===== src/rtl/uart_com.sv =====
// rtl/uart_com.sv - 8N1 full-duplex UART with independent TX and RX state machines
module uart_com #(
  parameter int INPUT_CLK_KHZ = 100_000,
  parameter int BAUD_RATE     = 115200
) (
  input  logic       input_clk,
  input  logic       reset_n,
  input  logic       trans_en,
  input  logic [7:0] data_out,
  input  logic       Rx,
  output logic       Tx,
  output logic       tx_busy,
  output logic       data_rdy,
  output logic [7:0] data_received
);

  localparam int BIT_CLKS = (INPUT_CLK_KHZ * 1000) / BAUD_RATE;
  localparam int CNT_W    = (BIT_CLKS > 1) ? $clog2(BIT_CLKS) : 1;
  localparam logic [CNT_W-1:0] BIT_LAST  = CNT_W'(BIT_CLKS - 1);
  localparam logic [CNT_W-1:0] HALF_LAST = CNT_W'(BIT_CLKS / 2 - 1);
  localparam logic [CNT_W-1:0] CNT_ONE   = CNT_W'(1);

  localparam logic [1:0] ST_IDLE  = 2'd0;
  localparam logic [1:0] ST_START = 2'd1;
  localparam logic [1:0] ST_DATA  = 2'd2;
  localparam logic [1:0] ST_STOP  = 2'd3;

  logic [1:0]       tx_state_q, tx_state_d;
  logic [CNT_W-1:0] tx_cnt_q, tx_cnt_d;
  logic [2:0]       tx_bit_q, tx_bit_d, tx_bit_nxt;
  logic [7:0]       tx_data_q, tx_data_d;
  logic             tx_line_q, tx_line_d;
  logic             tx_busy_q, tx_busy_d;

  always_comb begin
    tx_state_d = tx_state_q;
    tx_cnt_d   = tx_cnt_q;
    tx_bit_d   = tx_bit_q;
    tx_data_d  = tx_data_q;
    tx_line_d  = tx_line_q;
    tx_busy_d  = tx_busy_q;
    tx_bit_nxt = tx_bit_q + 3'd1;
    case (tx_state_q)
      ST_IDLE: begin
        if (trans_en) begin
          tx_state_d = ST_START;
          tx_data_d  = data_out;
          tx_cnt_d   = '0;
          tx_line_d  = 1'b0;
          tx_busy_d  = 1'b1;
        end
      end
      ST_START: begin
        if (tx_cnt_q == BIT_LAST) begin
          tx_state_d = ST_DATA;
          tx_cnt_d   = '0;
          tx_bit_d   = 3'd0;
          tx_line_d  = tx_data_q[0];
        end else begin
          tx_cnt_d = tx_cnt_q + CNT_ONE;
        end
      end
      ST_DATA: begin
        if (tx_cnt_q == BIT_LAST) begin
          tx_cnt_d = '0;
          if (tx_bit_q == 3'd7) begin
            tx_state_d = ST_STOP;
            tx_line_d  = 1'b1;
          end else begin
            tx_bit_d  = tx_bit_nxt;
            tx_line_d = tx_data_q[tx_bit_nxt];
          end
        end else begin
          tx_cnt_d = tx_cnt_q + CNT_ONE;
        end
      end
      default: begin
        if (tx_cnt_q == BIT_LAST) begin
          tx_state_d = ST_IDLE;
          tx_cnt_d   = '0;
          tx_line_d  = 1'b1;
          tx_busy_d  = 1'b0;
        end else begin
          tx_cnt_d = tx_cnt_q + CNT_ONE;
        end
      end
    endcase
  end

  // Tx is a registered output, so the async reset drives it high immediately.
  always_ff @(posedge input_clk or negedge reset_n) begin
    if (!reset_n) begin
      tx_state_q <= ST_IDLE;
      tx_cnt_q   <= '0;
      tx_bit_q   <= 3'd0;
      tx_data_q  <= 8'h00;
      tx_line_q  <= 1'b1;
      tx_busy_q  <= 1'b0;
    end else begin
      tx_state_q <= tx_state_d;
      tx_cnt_q   <= tx_cnt_d;
      tx_bit_q   <= tx_bit_d;
      tx_data_q  <= tx_data_d;
      tx_line_q  <= tx_line_d;
      tx_busy_q  <= tx_busy_d;
    end
  end

  logic             rx_s1_q, rx_s2_q, rx_prev_q;
  logic [1:0]       rx_state_q, rx_state_d;
  logic [CNT_W-1:0] rx_cnt_q, rx_cnt_d;
  logic [2:0]       rx_bit_q, rx_bit_d;
  logic [7:0]       rx_shift_q, rx_shift_d;
  logic             rx_err_q, rx_err_d;
  logic             rdy_q, rdy_d;
  logic [7:0]       rx_data_q, rx_data_d;

  always_comb begin
    rx_state_d = rx_state_q;
    rx_cnt_d   = rx_cnt_q;
    rx_bit_d   = rx_bit_q;
    rx_shift_d = rx_shift_q;
    rx_err_d   = rx_err_q;
    rx_data_d  = rx_data_q;
    rdy_d      = 1'b0;
    case (rx_state_q)
      ST_IDLE: begin
        if (rx_prev_q && !rx_s2_q) begin
          rx_state_d = ST_START;
          rx_cnt_d   = '0;
        end
      end
      ST_START: begin
        if (rx_cnt_q == HALF_LAST) begin
          rx_cnt_d   = '0;
          rx_bit_d   = 3'd0;
          rx_state_d = rx_s2_q ? ST_IDLE : ST_DATA;
        end else begin
          rx_cnt_d = rx_cnt_q + CNT_ONE;
        end
      end
      ST_DATA: begin
        if (rx_cnt_q == BIT_LAST) begin
          rx_cnt_d   = '0;
          rx_shift_d = {rx_s2_q, rx_shift_q[7:1]};
          if (rx_bit_q == 3'd7) begin
            rx_state_d = ST_STOP;
            rx_err_d   = 1'b0;
          end else begin
            rx_bit_d = rx_bit_q + 3'd1;
          end
        end else begin
          rx_cnt_d = rx_cnt_q + CNT_ONE;
        end
      end
      default: begin
        // After a framing error stay here until the line returns high.
        if (rx_err_q) begin
          if (rx_s2_q) begin
            rx_state_d = ST_IDLE;
            rx_err_d   = 1'b0;
          end
        end else if (rx_cnt_q == BIT_LAST) begin
          rx_cnt_d = '0;
          if (rx_s2_q) begin
            rx_state_d = ST_IDLE;
            rx_data_d  = rx_shift_q;
            rdy_d      = 1'b1;
          end else begin
            rx_err_d = 1'b1;
          end
        end else begin
          rx_cnt_d = rx_cnt_q + CNT_ONE;
        end
      end
    endcase
  end

  always_ff @(posedge input_clk or negedge reset_n) begin
    if (!reset_n) begin
      rx_s1_q    <= 1'b1;
      rx_s2_q    <= 1'b1;
      rx_prev_q  <= 1'b1;
      rx_state_q <= ST_IDLE;
      rx_cnt_q   <= '0;
      rx_bit_q   <= 3'd0;
      rx_shift_q <= 8'h00;
      rx_err_q   <= 1'b0;
      rdy_q      <= 1'b0;
      rx_data_q  <= 8'h00;
    end else begin
      rx_s1_q    <= Rx;
      rx_s2_q    <= rx_s1_q;
      rx_prev_q  <= rx_s2_q;
      rx_state_q <= rx_state_d;
      rx_cnt_q   <= rx_cnt_d;
      rx_bit_q   <= rx_bit_d;
      rx_shift_q <= rx_shift_d;
      rx_err_q   <= rx_err_d;
      rdy_q      <= rdy_d;
      rx_data_q  <= rx_data_d;
    end
  end

  assign Tx            = tx_line_q;
  assign tx_busy       = tx_busy_q;
  assign data_rdy      = rdy_q;
  assign data_received = rx_data_q;

endmodule


===== config.mk =====
export PLATFORM = sky130hd
export DESIGN_NAME = uart_com
export DESIGN_NICKNAME = d
export VERILOG_FILES = /design/src/rtl/uart_com.sv
export SDC_FILE = /design/constraint.sdc
export NUM_CORES = 1
export LEC_CHECK = 0
export ABC_AREA = 1
export CORE_MARGIN = 2
export CORE_UTILIZATION = 48
export CTS_BUF_LIST = sky130_fd_sc_hd__clkbuf_8
export DETAILED_ROUTE_END_ITERATION = 10
export PLACE_DENSITY = 0.67
export SETUP_SLACK_MARGIN = 0.02
export SLEW_MARGIN = 20
export SYNTH_ARGS = -nofsm -noshare
export SYNTH_HDL_FRONTEND = slang
export SYNTH_SLANG_ARGS = --single-unit

===== constraint.sdc =====
create_clock -name input_clk -period 1.71 [get_ports input_clk]
set_input_delay 0.513 -clock input_clk [delete_from_list [all_inputs] [get_ports input_clk]]
set_output_delay 0.513 -clock input_clk [all_outputs]
set_load 0.005 [all_outputs]

==> metrics.txt, run 1 <==
CP Data Required Time 1930 ps; leakage power 0.00202 uW; Tcrit/Tclk final 0.945; H-tree depth 3; Area growth, synth to finish 22.9%; Final Skew 7.89 ps; vias in the first global route 2392; Syn Inst Count 354; synth top area cells dfrtp_1, nand2_1, ha_1; Yosys warning total 0; Setup violations, final 0; CTS clock-pin slew for the worst setup and hold paths 70 ps; Worst-Margin Slew 398 ps; drt drc 0; Power Internal 3410 uW; sw frac 0.354; most common library cells after synthesis nand2_1, dfrtp_1, inv_1; row cnt 29; Setup Crit Path Kind register to register; antenna violations before repair 0; Avg Inst Size Synth 8.94 sq um; clock share of power 0.276; Worst-Skew Late Latency 340 ps; Hold Fails Final Rpt 0; dpl hpwl 4220 um; Synth cell types 36; Antenna Nets Post-Route 0; die width 85.2 um; Slew HR 0.734; clk sink count 61; DP Area 3530 sq um; Starting DRT DRC Count 114; die height 85.2 um; type of origin of the critical path register; WL final 6160 um; sequential area share after synthesis 0.484; top-count cell post-synth nand2_1; via density per instance 5.03; Starting Density 0.498; synthesized flop and latch total 61; FMAX 0.619 GHz; status finished, final reports clean; Post-synth ARST share 1.00; Worst Path Max Fanout 9; Combinational Power Share 0.359; EDFF count, synth 0; DR vias 2479; GR Util All Layers 0.182; RePlAce Congestion 0.846; non-filler cells, final 493; Post-Syn Nets 377; min Tclk post-route 1620 ps; pin count of the biggest net entering global routing 62; worst hold margin 161 ps; IO Pins 23; wire per inst 12.5 um; grt ovf 0; post-route cell area 3890 sq um; Antenna Cells 0; CTS tree built; Placed Cells 460; Slew Viols, Final 0; die area 7250 sq um; max cap viols 0; Worst EP arrival 1840 ps; first-pass GRT wire length 10600 um; RSZ-0062 raised after global routing yes; total CTS buffers 9; Sw Pwr 1870 uW; port buffer count 22; Pre-antenna DRT Iters 4; clk root buf clkbuf_8; layout cells sized above 1 0.245; Seq pwr share 0.365; Post-layout nets 434; core area 6350 sq um; HP Class input port to async pin; cell area after synthesis 3160 sq um; maximum vdd drop 0.707 mV; crit end category register; CTS max path bufs 2; power density cells 1360 nW/um^2; post-synth top area share 0.451; area leader, netlist dfrtp_1; Synth Flop Type dfrtp_1
==> placed cells by master, fill, tap and decap left out, drive strengths merged <==
master / synthesis / final
clkbuf: 0 / 11
nor3: 6 / 6
nand2: 111 / 111
a31o: 1 / 1
o21a: 1 / 1
dfstp: 4 / 4
nand4: 5 / 5
a21oi: 6 / 6
bufinv: 0 / 2
o22ai: 6 / 6
or2: 1 / 1
inv: 45 / 46
buf: 3 / 28
a32o: 1 / 1
dfrtp: 57 / 57
nand3b: 3 / 3
xor2: 6 / 6
o31ai: 3 / 3
ha: 11 / 11
xnor2: 2 / 2
o21bai: 1 / 1
dlygate4sd2: 0 / 10
nor2: 27 / 27
clkdlybuf4s50: 0 / 10
dlymetal6s2s: 0 / 1
clkinv: 1 / 3
mux2: 7 / 7
o21ai: 21 / 21
nand3: 25 / 25
==> registers in the layout, summed over array words and instances, names as in the netlist, 2 cells and up <==
| signal | cells |
|---|---|
| tx_state_q | 2 |
| tx_data_q | 8 |
| rx_cnt_q | 10 |
| data_received | 8 |
| rx_shift_q | 8 |
| tx_cnt_q | 10 |
| tx_bit_q | 3 |
| rx_state_q | 2 |
| rx_bit_q | 3 |
==> final timing paths <==
| path | startpoint | end | slack [ps] | cells past startpoint |
|---|---|---|---|---|
| max | tx_state_q[0] | tx_data_q[4] | 90 | 4 |
| min | reset_n | data_received[4] | 160 | 2 |
| max reg2reg | tx_state_q[0] | tx_data_q[4] | 90 | 4 |
| min reg2reg | rx_s1_q | rx_s2_q | 360 | 0 |
| max in group asynchronous | reset_n | Tx | 1220 | 2 |
| min in group input_clk | rx_s1_q | rx_s2_q | 360 | 0 |
==> cells by family (layout without fill, tap and decap cells) <==
logic type	after synthesis	after routing	synth area share
AOI/OAI and AO/OA	40	40	0.0724
xor gates and xnor gates	8	8	0.0222
adders and majority gates	11	11	0.0435
buffers and inverters	49	111	0.0657
DFF	61	61	0.484
muxes	7	7	0.0249
and+or+nand+nor	178	178	0.287
==> timing repair <==
| item | 4_1_cts | 5_1_grt |
|---|---|---|
| setup buffers | 4 | 13 |
| resized for setup | 10 | 9 |
| hold buffers | 0 | 0 |
| endpoints found under the setup margin | 10 | 25 |
| pin swaps | 0 | 4 |
==> routing by layer <==
metal,up-vias,routed length (um),GRT usage
li1,1258,-,-
met3,5,191,0.0360
met2,34,3020,0.291
met1,1182,2890,0.235
met5,-,0,0
met4,0,56,0.0967
==> worst max-delay path, stage by stage (launching register included) <==
cell and delay [ps]:
dfrtp_1 410, inv_1 80, ha_1 280, nand2_1 340, mux2_2 390
==> per-stage QoR <==
stage / total power [uW] / TNS [ps] / util / setup slack, ps
6_report: 5290 / 0 / 0.612 / 94.3
5_1_grt: 5670 / -28.8 / 0.612 / -28.5
4_1_cts: 5110 / 0 / 0.594 / 23.9
3_5_place_dp: 3650 / -495 / 0.556 / -73.2
3_3_place_gp: 3590 / -487 / 0.556 / -65.7
2_1_floorplan: 3190 / 0 / - / 218
==> power groups by stage <==
stage	Clock, uW	Sequential (uW)	Combinational [uW]
3_5_place_dp	0	1950	1700
6_report	1460	1930	1900
4_1_cts	1500	1920	1690
5_1_grt	1550	1960	2150
3_3_place_gp	0	1940	1650
2_1_floorplan	0	1890	1310
==> area by class of cell <==
| cell class | count | area [sq um] |
|---|---|---|
| Clock buffer | 11 | 151 |
| Clock inverter | 5 | 73.8 |
| Fill cell | 521 | 2460 |
| Inverter | 46 | 174 |
| Multi-Input combinational cell | 244 | 1440 |
| Sequential cell | 61 | 1530 |
| Tap cell | 77 | 96.3 |
| Timing Repair Buffer | 49 | 420 |
Note: power is estimated with default switching activity, not from simulation.
==> run 2: changes to the inputs <==
--- a/config.mk
+++ b/config.mk
@@ -12,6 +12,7 @@
 export DETAILED_ROUTE_END_ITERATION = 10
 export PLACE_DENSITY = 0.67
 export SETUP_SLACK_MARGIN = 0.02
+export SKIP_CTS_REPAIR_TIMING = 1
 export SLEW_MARGIN = 20
 export SYNTH_ARGS = -nofsm -noshare
 export SYNTH_HDL_FRONTEND = slang
==> run 2 against run 1 <==
  * Via count shrank 0.44%
  * Flip-flop and latch count is the same
  * Clock power is essentially flat
  * Non-clock buffer count shrank 1
  * Cell count shrank 0.20%
  * Cell area grew 0.97%
  * Register-to-register slack is essentially flat
  * Critical endpoint unchanged
==> metrics.txt, run 2 (same netlist as run 1, synthesis figures left out) <==
status finished, final reports clean; H-tree depth 3; CP startpoint tx_state_q[0]; crit path to tx_data_q[4]; Setup violations, final 0; RR Startpoint tx_state_q[0]; commonest non-fill, non-tap cell in the layout nand2_1; via density per instance 5.02; Placed Cells 460; CTS tree built; Post-layout nets 433; CP Data Required Time 1930 ps; non-filler cells, final 492; WL final 6190 um; antenna violations before repair 0; Final Skew 8.20 ps; Worst EP arrival 1830 ps; wire per inst 12.6 um; core area 6350 sq um; grt ovf 0; Pre-antenna DRT Iters 4; setup ws final 103 ps; clk root buf clkbuf_8; row cnt 29; setup TNS 0 ps; FMAX 0.622 GHz; CTS clock-pin slew for the worst setup and hold paths 70 ps; largest registers rx_cnt_q: 10 flops, tx_cnt_q: 10 flops; R2R Setup Slk 100 ps; die height 85.2 um; die width 85.2 um; type of origin of the critical path register; Tcrit/Tclk final 0.940; HP Class input port to async pin; vias in the first global route 2373; Seq pwr share 0.366; die area 7250 sq um; Combinational Power Share 0.357; reg2reg end tx_data_q[4]; Power Internal 3410 uW; drt drc 0; Slew Viols, Final 0; Setup Crit Path Kind register to register; GR Util All Layers 0.183; CTS max path bufs 2; clock share of power 0.276; Sw Pwr 1860 uW; crit end category register; total CTS buffers 9; leakage power 0.00215 uW; Worst-Margin Slew 391 ps; clk sink count 61; Slew HR 0.739; Place WS -73.2 ps; dpl hpwl 4220 um; Worst-Skew Late Latency 340 ps; Antenna Cells 0; Antenna Nets Post-Route 0; Starting Density 0.498; layout cells sized above 1 0.243; most frequent cells in the layout nand2_1, dfrtp_1, inv_1; power density cells 1340 nW/um^2; IO Pins 23; maximum vdd drop 0.695 mV; DR vias 2468; Hold Fails Final Rpt 0; max cap viols 0; Reg2Reg Depth 4; Starting DRT DRC Count 126; port buffer count 22; total power 5270 uW; Area growth, synth to finish 24.1%; first-pass GRT wire length 10600 um; Worst Path Max Fanout 9; min Tclk post-route 1610 ps; RePlAce Congestion 0.846; sw frac 0.353; final core occ 0.618; pin count of the biggest net entering global routing 62
==> run 2: power groups by stage <==
stage	combinational, uW	sequential, uW	clock, uW
2_1_floorplan	1310	1890	0
3_3_place_gp	1650	1940	0
3_5_place_dp	1700	1950	0
4_1_cts	1710	1920	1500
5_1_grt	2140	1960	1550
6_report	1880	1930	1460
==> run 2: how the worst min path moves through the flow <==
stage	startpoint	end	slack [ps]
3_5_place_dp	rx_s1_q	rx_s2_q	350
3_3_place_gp	rx_s1_q	rx_s2_q	350
6_report	reset_n	data_received[4]	170
4_1_cts	reset_n	data_received[1]	170
2_1_floorplan	reset_n	data_rdy	220
5_1_grt	reset_n	data_received[3]	190
==> run 2: final cells by class <==
cell class | count | area [sq um]
Fill cell | 512 | 2420
Sequential cell | 61 | 1530
Multi-Input combinational cell | 244 | 1440
Timing Repair Buffer | 48 | 454
Inverter | 46 | 178
Clock buffer | 11 | 151
Tap cell | 77 | 96.3
Clock inverter | 5 | 73.8
==> run 2: worst max-delay path: stages, from the launching register on <==
cell,delay (ps)
dfrtp_1,400
inv_1,80
ha_1,280
nand2_1,340
mux2_2,380
==> run 2: layer usage <==
metal,part of all wire,GRT usage,up-vias
met5,0,0,-
met4,0.017,0.0952,0
met3,0.032,0.0360,11
met2,0.48,0.290,36
met1,0.47,0.238,1163
li1,-,-,1258
==> run 2: metrics by stage <==
step | cell area, sq um | hold slack, ps
6_report | 3930 | 170
5_1_grt | 3930 | 194
4_1_cts | 3750 | 172
3_5_place_dp | 3530 | 348
3_3_place_gp | 3530 | 346
2_1_floorplan | 3160 | 217
